`src/rtl/ysyx_22040237_mc_core_ctrl_if.sv`:
```
// Fetch and data-memory handshake bundle between the multi-cycle core controller and its memories.
// The core drives requests and the fetch address; the memories answer with valid/done strobes.
interface ysyx_22040237_mc_core_ctrl_if #(
    parameter int XLEN = 64
);
    logic            if_req;
    logic [XLEN-1:0] if_addr;
    logic            if_rvalid;
    logic [31:0]     if_rdata;
    logic            dm_req;
    logic            dm_done;
    logic            dm_err;

    modport master (
        output if_req, if_addr, dm_req,
        input  if_rvalid, if_rdata, dm_done, dm_err
    );

    modport slave (
        input  if_req, if_addr, dm_req,
        output if_rvalid, if_rdata, dm_done, dm_err
    );
endinterface

```
`src/rtl/ysyx_22040237_mc_core_ctrl.sv`:
```
// Multi-cycle sequencer: owns PC and IR, sequences fetch/exec/mem/writeback, and parks in HALT or
// TRAP until reset. Every output is either a flop or a decode of the state register.
module ysyx_22040237_mc_core_ctrl #(
    parameter int          XLEN          = 64,
    parameter logic [63:0] RESET_PC      = 64'h8000_0000,
    parameter int          FETCH_TIMEOUT = 255
) (
    input  logic                         clk,
    input  logic                         rst,
    ysyx_22040237_mc_core_ctrl_if.master bus,
    output logic [31:0]                  ir,
    output logic                         ir_valid,
    input  logic                         dec_invalid,
    input  logic                         dec_ebreak,
    input  logic                         dec_mem,
    input  logic                         dec_jump,
    input  logic [XLEN-1:0]              dec_jump_addr,
    output logic                         wb_en,
    output logic [XLEN-1:0]              pc,
    output logic                         halted,
    output logic                         trap,
    output logic [2:0]                   trap_cause,
    output logic [63:0]                  retire_cnt
);

    typedef enum logic [2:0] {
        S_IDLE, S_FETCH, S_EXEC, S_MEM, S_WB, S_HALT, S_TRAP
    } state_e;

    typedef enum logic [2:0] {
        C_NONE, C_INVALID, C_MISALIGN, C_DM_ERR, C_TIMEOUT
    } cause_e;

    localparam int              TW       = (FETCH_TIMEOUT > 1) ? $clog2(FETCH_TIMEOUT) : 1;
    localparam logic [TW-1:0]   TMO_LAST = TW'(FETCH_TIMEOUT - 1);
    localparam logic [XLEN-1:0] BOOT_PC  = RESET_PC[XLEN-1:0];

    state_e          state_q, state_d;
    cause_e          cause_q, cause_d;
    logic [XLEN-1:0] pc_q, pc_d;
    logic [31:0]     ir_q, ir_d;
    logic            halted_q, halted_d;
    logic            trap_q, trap_d;
    logic [63:0]     retire_q, retire_d;
    logic [TW-1:0]   tmo_q, tmo_d;

    // NOTE: every variable gets its hold value first, so no path through the case can infer a latch.
    always_comb begin
        state_d  = state_q;
        cause_d  = cause_q;
        pc_d     = pc_q;
        ir_d     = ir_q;
        halted_d = halted_q;
        trap_d   = trap_q;
        retire_d = retire_q;
        tmo_d    = tmo_q;

        unique case (state_q)
            S_IDLE: begin
                state_d = S_FETCH;
                tmo_d   = '0;
            end
            S_FETCH: begin
                // A valid beat in the final allowed cycle still completes the fetch.
                if (bus.if_rvalid) begin
                    ir_d    = bus.if_rdata;
                    state_d = S_EXEC;
                end else if (tmo_q == TMO_LAST) begin
                    state_d = S_TRAP;
                    trap_d  = 1'b1;
                    cause_d = C_TIMEOUT;
                end else begin
                    tmo_d = tmo_q + TW'(1);
                end
            end
            S_EXEC: begin
                if (dec_invalid) begin
                    state_d = S_TRAP;
                    trap_d  = 1'b1;
                    cause_d = C_INVALID;
                end else if (dec_ebreak) begin
                    state_d  = S_HALT;
                    halted_d = 1'b1;
                    retire_d = retire_q + 64'd1;
                end else if (dec_jump && (dec_jump_addr[1:0] != 2'b00)) begin
                    state_d = S_TRAP;
                    trap_d  = 1'b1;
                    cause_d = C_MISALIGN;
                end else if (dec_mem) begin
                    state_d = S_MEM;
                end else begin
                    state_d = S_WB;
                end
            end
            S_MEM: begin
                if (bus.dm_done) begin
                    if (bus.dm_err) begin
                        state_d = S_TRAP;
                        trap_d  = 1'b1;
                        cause_d = C_DM_ERR;
                    end else begin
                        state_d = S_WB;
                    end
                end
            end
            S_WB: begin
                pc_d     = dec_jump ? dec_jump_addr : pc_q + XLEN'(4);
                retire_d = retire_q + 64'd1;
                tmo_d    = '0;
                state_d  = S_FETCH;
            end
            default: ; // HALT and TRAP only leave through reset
        endcase
    end

    // NOTE: sequential state uses non-blocking assignments so all flops update from pre-edge values.
    always_ff @(posedge clk or posedge rst) begin
        if (rst) begin
            state_q  <= S_IDLE;
            cause_q  <= C_NONE;
            pc_q     <= BOOT_PC;
            ir_q     <= '0;
            halted_q <= 1'b0;
            trap_q   <= 1'b0;
            retire_q <= '0;
            tmo_q    <= '0;
        end else begin
            state_q  <= state_d;
            cause_q  <= cause_d;
            pc_q     <= pc_d;
            ir_q     <= ir_d;
            halted_q <= halted_d;
            trap_q   <= trap_d;
            retire_q <= retire_d;
            tmo_q    <= tmo_d;
        end
    end

    assign bus.if_req  = (state_q == S_FETCH);
    assign bus.if_addr = pc_q;
    assign bus.dm_req  = (state_q == S_MEM);
    assign ir_valid    = (state_q == S_EXEC);
    assign wb_en       = (state_q == S_WB);
    assign ir          = ir_q;
    assign pc          = pc_q;
    assign halted      = halted_q;
    assign trap        = trap_q;
    assign trap_cause  = cause_q;
    assign retire_cnt  = retire_q;

endmodule

```
`src/flat_wrapper.sv`:
```
// flat-port wrapper written by rule: the top's interface ports become plain ports
module ysyx_22040237_mc_core_ctrl_flat 
#(
    parameter int          XLEN          = 64,
    parameter logic [63:0] RESET_PC      = 64'h8000_0000,
    parameter int          FETCH_TIMEOUT = 255
)
  (clk, rst, ir, ir_valid, dec_invalid, dec_ebreak, dec_mem, dec_jump, dec_jump_addr, wb_en, pc, halted, trap, trap_cause, retire_cnt, bus_if_req, bus_if_addr, bus_dm_req, bus_if_rvalid, bus_if_rdata, bus_dm_done, bus_dm_err);
  ysyx_22040237_mc_core_ctrl_if #(.XLEN(XLEN)) bus_i ();
  input  logic clk;
  input  logic rst;
  output logic [31:0] ir;
  output logic ir_valid;
  input  logic dec_invalid;
  input  logic dec_ebreak;
  input  logic dec_mem;
  input  logic dec_jump;
  input  logic [XLEN-1:0] dec_jump_addr;
  output logic wb_en;
  output logic [XLEN-1:0] pc;
  output logic halted;
  output logic trap;
  output logic [2:0] trap_cause;
  output logic [63:0] retire_cnt;
  output wire logic [$bits(bus_i.if_req)-1:0] bus_if_req;
  output wire logic [$bits(bus_i.if_addr)-1:0] bus_if_addr;
  output wire logic [$bits(bus_i.dm_req)-1:0] bus_dm_req;
  input wire logic [$bits(bus_i.if_rvalid)-1:0] bus_if_rvalid;
  input wire logic [$bits(bus_i.if_rdata)-1:0] bus_if_rdata;
  input wire logic [$bits(bus_i.dm_done)-1:0] bus_dm_done;
  input wire logic [$bits(bus_i.dm_err)-1:0] bus_dm_err;
  assign bus_if_req = bus_i.if_req;
  assign bus_if_addr = bus_i.if_addr;
  assign bus_dm_req = bus_i.dm_req;
  assign bus_i.if_rvalid = bus_if_rvalid;
  assign bus_i.if_rdata = bus_if_rdata;
  assign bus_i.dm_done = bus_dm_done;
  assign bus_i.dm_err = bus_dm_err;
  ysyx_22040237_mc_core_ctrl #(.XLEN(XLEN), .RESET_PC(RESET_PC), .FETCH_TIMEOUT(FETCH_TIMEOUT)) u_core (.clk(clk), .rst(rst), .bus(bus_i), .ir(ir), .ir_valid(ir_valid), .dec_invalid(dec_invalid), .dec_ebreak(dec_ebreak), .dec_mem(dec_mem), .dec_jump(dec_jump), .dec_jump_addr(dec_jump_addr), .wb_en(wb_en), .pc(pc), .halted(halted), .trap(trap), .trap_cause(trap_cause), .retire_cnt(retire_cnt));
endmodule
```
`config.mk`:
```
export PLATFORM = sky130hd
export DESIGN_NAME = ysyx_22040237_mc_core_ctrl_flat
export DESIGN_NICKNAME = d
export VERILOG_FILES = /design/src/rtl/ysyx_22040237_mc_core_ctrl_if.sv /design/src/rtl/ysyx_22040237_mc_core_ctrl.sv /design/src/flat_wrapper.sv
export SDC_FILE = /design/constraint.sdc
export NUM_CORES = 1
export LEC_CHECK = 0
export CORE_MARGIN = 4
export CORE_UTILIZATION = 42
export DETAILED_ROUTE_END_ITERATION = 6
export GPL_ROUTABILITY_DRIVEN = 0
export PLACE_DENSITY = 0.78
export SYNTH_ARGS = -nofsm -noshare
export SYNTH_HDL_FRONTEND = slang
export SYNTH_SLANG_ARGS = --single-unit
```
`constraint.sdc`:
```
create_clock -name clk -period 5.6 [get_ports clk]
set_clock_uncertainty 0.1 [all_clocks]
set_input_delay 1.12 -clock clk [delete_from_list [all_inputs] [get_ports clk]]
set_output_delay 1.12 -clock clk [all_outputs]
set_load 0.02 [all_outputs]
```
### Yosys cells after proc, flatten, opt, wreduce, memory -nomap -nowiden

Index checks and enable logic that the tools add are counted.

| cells by class | value |
|---|---|
| $add $sub $neg | 3 |
| eq/ne operators | 15 |
| multiplexer cells | 32 |
| bitwise gates (word level) | 1 |
| reductions and logical operators | 14 |

Operator list:

| cell | count |
|---|---|
| $mux W64 | 3 |
| $pmux W64 S2 | 1 |
| $add A64 B1 Y64 const B | 1 |
| $add A64 B3 Y64 const B | 1 |
| $mux W3 | 14 |
| $mux W8 | 2 |
| $pmux W8 S2 | 1 |
| $pmux W3 S4 | 1 |
| $reduce_and A3 Y1 | 4 |
| $pmux W3 S3 | 1 |
| $add A8 B1 Y8 const B | 1 |
| $eq A8 B8 Y1 const B | 1 |
| $ne A2 B1 Y1 const B | 4 |
| $mux W1 | 7 |
| $reduce_and A7 Y1 | 1 |
| $eq A3 B2 Y1 const B | 2 |
| $ne A2 B2 Y1 const B | 3 |
| $ne A3 B1 Y1 const B | 2 |
| $reduce_bool A2 Y1 | 3 |
| $reduce_bool A4 Y1 | 1 |
| $eq A3 B1 Y1 const B | 1 |
| $eq A3 B3 Y1 const B | 1 |
| $logic_not A3 Y1 | 1 |
| $ne A3 B3 Y1 const B | 1 |
| other kinds (7) | 7 |

| word-level totals | value |
|---|---|
| register bits after elaboration | 176 |
| bits of input ports | 105 |
| logic and storage cells | 73 |

### Depth between registers and ports, before layout

| logic depth | value |
|---|---|
| word-level depth | 6 |
| gate-level depth with buffers | 9 |

### Worst setup path before layout

No wires, ideal clock.

| timing | value |
|---|---|
| kind | register -> output |
| start point | reg u_core.state_q[2] |
| end point | out wb_en |
| data arrival time | 1.738 ns |
| required time | 4.380 ns |
| setup slack | 2.642 ns |
| cell stages (with the launch flop) | 6 |
| path through | dfrtp_1 > clkbuf_1 > or3b_2 > inv_1 > clkbuf_1 > clkbuf_1 |

| between the ends | value |
|---|---|
| word-level cells in the longest chain between the ends | 1 |

RTL lines:

| element | RTL line | RTL |
|---|---|---|
| start, declared | ysyx_22040237_mc_core_ctrl.sv:38 | `state_e state_q, state_d;` |
| start signal, assigned | ysyx_22040237_mc_core_ctrl.sv:128 | `state_q <= state_d;` |
| $eq A3 B3 Y1 | ysyx_22040237_mc_core_ctrl.sv:143 | `assign wb_en = (state_q == S_WB);` |
| end, declared | flat_wrapper.sv:19 | `output logic wb_en;` |

No other way between the ends.

### Final worst setup path

| timing | value |
|---|---|
| start point | reg u_core.state_q[0] |
| end point | out wb_en |

Same word-level chain as after synthesis.

==> results.md <==
Run status:
- The run finished with clean final reports.

Clocking:
- In this run the deepest clock path goes through 2 buffers.
- The cell chosen for the clock root is sky130_fd_sc_hd__clkbuf_16.
- Counting the buffers created by CTS gives 17.
- The total number of H-tree levels is 4.
- The total of hold buffers inserted after clock tree synthesis is 0.
- Clock-pin slew was measured on the worst setup and hold paths at 90 ps.
- The later pin in the worst-skew pair is clocked with a latency of 430 ps.
- The post-CTS setup-driven buffer insertion count is 0.
- The number of instances resized during post-cts repair is 0.
- The TritonCTS clock tree is built.
- The clock drives 176 sinks.

Critical path:
- For this run, the slowest stage of the critical path takes 700 ps.
- The capturing element type of the critical path is an output pin.
- Counting both buffers and inverters, the worst setup path holds a total of 2.
- Of all nets on the critical path, the largest fanout is 20.
- Walking the worst path, the cells encountered are or3b_2, inv_2, clkdlybuf4s50_1.
- The type of origin of the critical path is a flop.
- Data on the critical path arrives at its endpoint at 2410 ps.
- The top cell family by delay on the critical path is buffers and inverters.
- The slowest stage of the critical path belongs to the cell sky130_fd_sc_hd__clkdlybuf4s50_1.
- For the worst setup path, the data required time is 4380 ps.
- The worst setup path is of the reg2out kind.

Power:
- The power density over cell area is 285 nW/um2.
- The share of total power dissipated in sequential elements is 0.415.
- Internal power comes to 2.59 mW.
- The leakage dissipation is 5.65 nW.
- Of the total power, the clock network draws 0.320.
- The power dissipated by switching net loads is 1.29 mW.
- The worst-case IR drop observed on VDD is 181 uV.
- The share of total power dissipated in combinational logic is 0.266.
- The total chip power is 3.89 mW.
- Of the total power, the share spent switching nets is 0.333.

Finish:
- The growth of design area from synthesis to finish is 39.5%.
- The repair_antennas step left the layout with diodes totalling 0.
- In the final layout, the share of cells above drive strength 1 is 0.0758.
- After the last flow step, the layout net total stands at 1402.
- The finished layout holds 1619 standard cells, fillers aside.

Global route:
- The aggregate global-route resource usage is 0.240.
- The maximum number of pins on one net before global-route repair is 87.
- For this run the aggregate overflow at the end of global routing stands at 0.
- The via count of the first global-routing pass is 9153.
- The initial antenna violation count is 3.
- The first-pass GRT wire length is 50.5 mm.

Synthesis:
- The netlist uses 63 different library cells.
- The average instance in the mapped netlist occupies 9.44 um2.
- In this run, synthesis produced a sequential element count of 176.
- The synthesized design contains 0 enable-type register cells.
- The sequential-to-total area share from yosys stat is 0.451.
- The fraction of registers with async set or reset after synthesis is 1.00.
- The dominant register cell in the synthesized netlist is sky130_fd_sc_hd__dfrtp_1.
- The post-synthesis instance total is 1034.
- The mapped netlist covers 9770 um2.
- Counting every net in the synthesized netlist gives 1143.
- The Yosys step of the flow raised 0 warnings.

Timing:
- The number of failing hold endpoints at the final stage came to 0.
- The max-slew violation count is 0.
- The transition at the pin with the smallest max-transition slack is 1210 ps.
- Setup violations remaining at the end of the flow were counted as 0.
- On the final layout, the worst hold slack is 370 ps.
- The worst path meets setup with 1970 ps of slack.
- Setup repair after global routing left no endpoint under its margin.
- The summed negative setup slack over all endpoints is 0 ps.
- The worst path needs 3630 ps of the cycle, external delays included.
- The fmax is 0.276 GHz.
- The headroom to the max-slew limit is 0.183.
- The ratio of final minimum period to clock period is 0.648.

Place:
- Input and output buffers added on the ports amount to 337.
- The detailed-placement wirelength estimate is 22.7 mm.
- After detailed placement, the design holds a cell count of 1587.
- The worst slack at placement is 1720 ps.

Route:
- The number of antenna-violating nets in the routed design is 0.
- The overall via count from detail_route is 9189.
- The starting DRC count in detailed routing is 632.
- After detailed routing, the average wire length per cell comes to 19.5 um.
- The pre-antenna-repair detailed-routing pass consisted of 5 iterations.
- The via-per-instance ratio is 5.68.
- The residual DRC count is 0.
- The overall routed net length is 31.6 mm.

Floorplanning:
- The initial utilization of the core area, before any placement, comes to 0.429.
- The number of rows in the core area is 55.
- The die is 160 um tall.
- The total die area is 25800 um2.
- The placeable core region is 22800 um2.
- The horizontal extent of the die is 160 um.
- During I/O placement, the number of pins put on the boundary was 338.

Run:
- Max-cap violations in this run came to 0.

Hold path:
- The path type of the worst min-delay path is reg2reg.
-- stage by stage --
step           utilization  area [um2]
3_5_place_dp         0.570       13000
3_3_place_gp         0.570       13000
2_1_floorplan            -        9770
6_report             0.598       13600
4_1_cts              0.598       13600
5_1_grt              0.598       13600
-- layer usage --
layer | vias up | wire length, um | share of wire | track usage
met3 | 72 | 2840 | 0.090 | 0.0683
met1 | 4446 | 12700 | 0.40 | 0.305
met4 | 6 | 857 | 0.027 | 0.0782
li1 | 4231 | - | - | -
met5 | - | 36 | 0.0011 | 0
met2 | 434 | 15100 | 0.48 | 0.395
-- final timing paths --
| kind | startpoint | slack, ps | end | depth (start not counted) |
|---|---|---|---|---|
| max | u_core.state_q[0] | 1970 | wb_en | 3 |
| min | u_core.retire_cnt[63] | 370 | u_core.retire_cnt[63] | 1 |
| max reg2reg | u_core.state_q[0] | 2320 | u_core.bus.if_addr[38] | 6 |
| min reg2reg | u_core.retire_cnt[63] | 370 | u_core.retire_cnt[63] | 1 |
| max in group asynchronous | rst | 3190 | u_core.tmo_q[3] | 3 |
| min in group asynchronous | rst | 1020 | u_core.ir[12] | 2 |
-- cell type report --
type | instances | area [um2]
fillers | 1936 | 9160
multi-input cells | 719 | 4590
flip-flops and latches | 176 | 4410
repair buffers | 352 | 3490
clock buffers | 17 | 425
well taps | 313 | 392
clock inverters | 15 | 206
inverters | 27 | 105
-- flip-flops by register name, indices dropped and copies added, names as in the netlist --
signal,count
u_core.trap_cause,3
u_core.ir,32
u_core.trap,1
u_core.state_q,3
u_core.bus.if_addr,64
u_core.tmo_q,8
u_core.halted,1
u_core.retire_cnt,64
-- Yosys cell counts, types with 22 or more instances --
library cell / n / share of area
sky130_fd_sc_hd__dfrtp_1: 175 / 0.45
sky130_fd_sc_hd__nand2_1: 86 / 0.033
sky130_fd_sc_hd__nor2_1: 77 / 0.030
sky130_fd_sc_hd__buf_4: 64 / 0.049
sky130_fd_sc_hd__nand3_1: 61 / 0.031
sky130_fd_sc_hd__nand4_1: 52 / 0.033
sky130_fd_sc_hd__nor3_1: 50 / 0.026
sky130_fd_sc_hd__xor2_1: 43 / 0.039
sky130_fd_sc_hd__clkbuf_1: 41 / 0.016
sky130_fd_sc_hd__mux2_2: 38 / 0.044
sky130_fd_sc_hd__a21oi_1: 34 / 0.017
sky130_fd_sc_hd__o21ai_0: 30 / 0.015
sky130_fd_sc_hd__inv_1: 27 / 0.010
sky130_fd_sc_hd__mux2i_1: 26 / 0.027
sky130_fd_sc_hd__xnor2_1: 26 / 0.023
sky130_fd_sc_hd__nor4_1: 23 / 0.015
sky130_fd_sc_hd__and3_1: 22 / 0.014
-- cells by family after synthesis --
kind of cell | Yosys count | synth area share
buf+inv | 139 | 0.0789
mux | 64 | 0.0705
flops | 176 | 0.451
compound gates | 149 | 0.101
fa+ha+maj | 4 | 0.00513
xor+xnor | 69 | 0.0619
simple gates | 433 | 0.231
-- power groups by stage --
stage | logic [mW] | registers (mW) | clock network [mW]
CTS | 1.05 | 1.61 | 1.27
floorplan | 0.374 | 1.77 | 0
finish | 1.03 | 1.61 | 1.24
global route | 1.10 | 1.64 | 1.33
detailed placement | 1.04 | 1.63 | 0
global placement | 1.03 | 1.63 | 0
-- cells in the final DEF, fill, tap and decap left out, types with 34 or more instances in the layout --
cell                              netlist  layout
sky130_fd_sc_hd__clkdlybuf4s50_1        0     336
sky130_fd_sc_hd__dfrtp_1              175     175
sky130_fd_sc_hd__nand2_1               86      86
sky130_fd_sc_hd__nor2_1                77      76
sky130_fd_sc_hd__nand3_1               61      61
sky130_fd_sc_hd__nand4_1               52      52
sky130_fd_sc_hd__nor3_1                50      50
sky130_fd_sc_hd__xor2_1                43      43
sky130_fd_sc_hd__mux2_2                38      38
sky130_fd_sc_hd__a21oi_1               34      34
No activity file was read; power rests on OpenSTA's default activity.
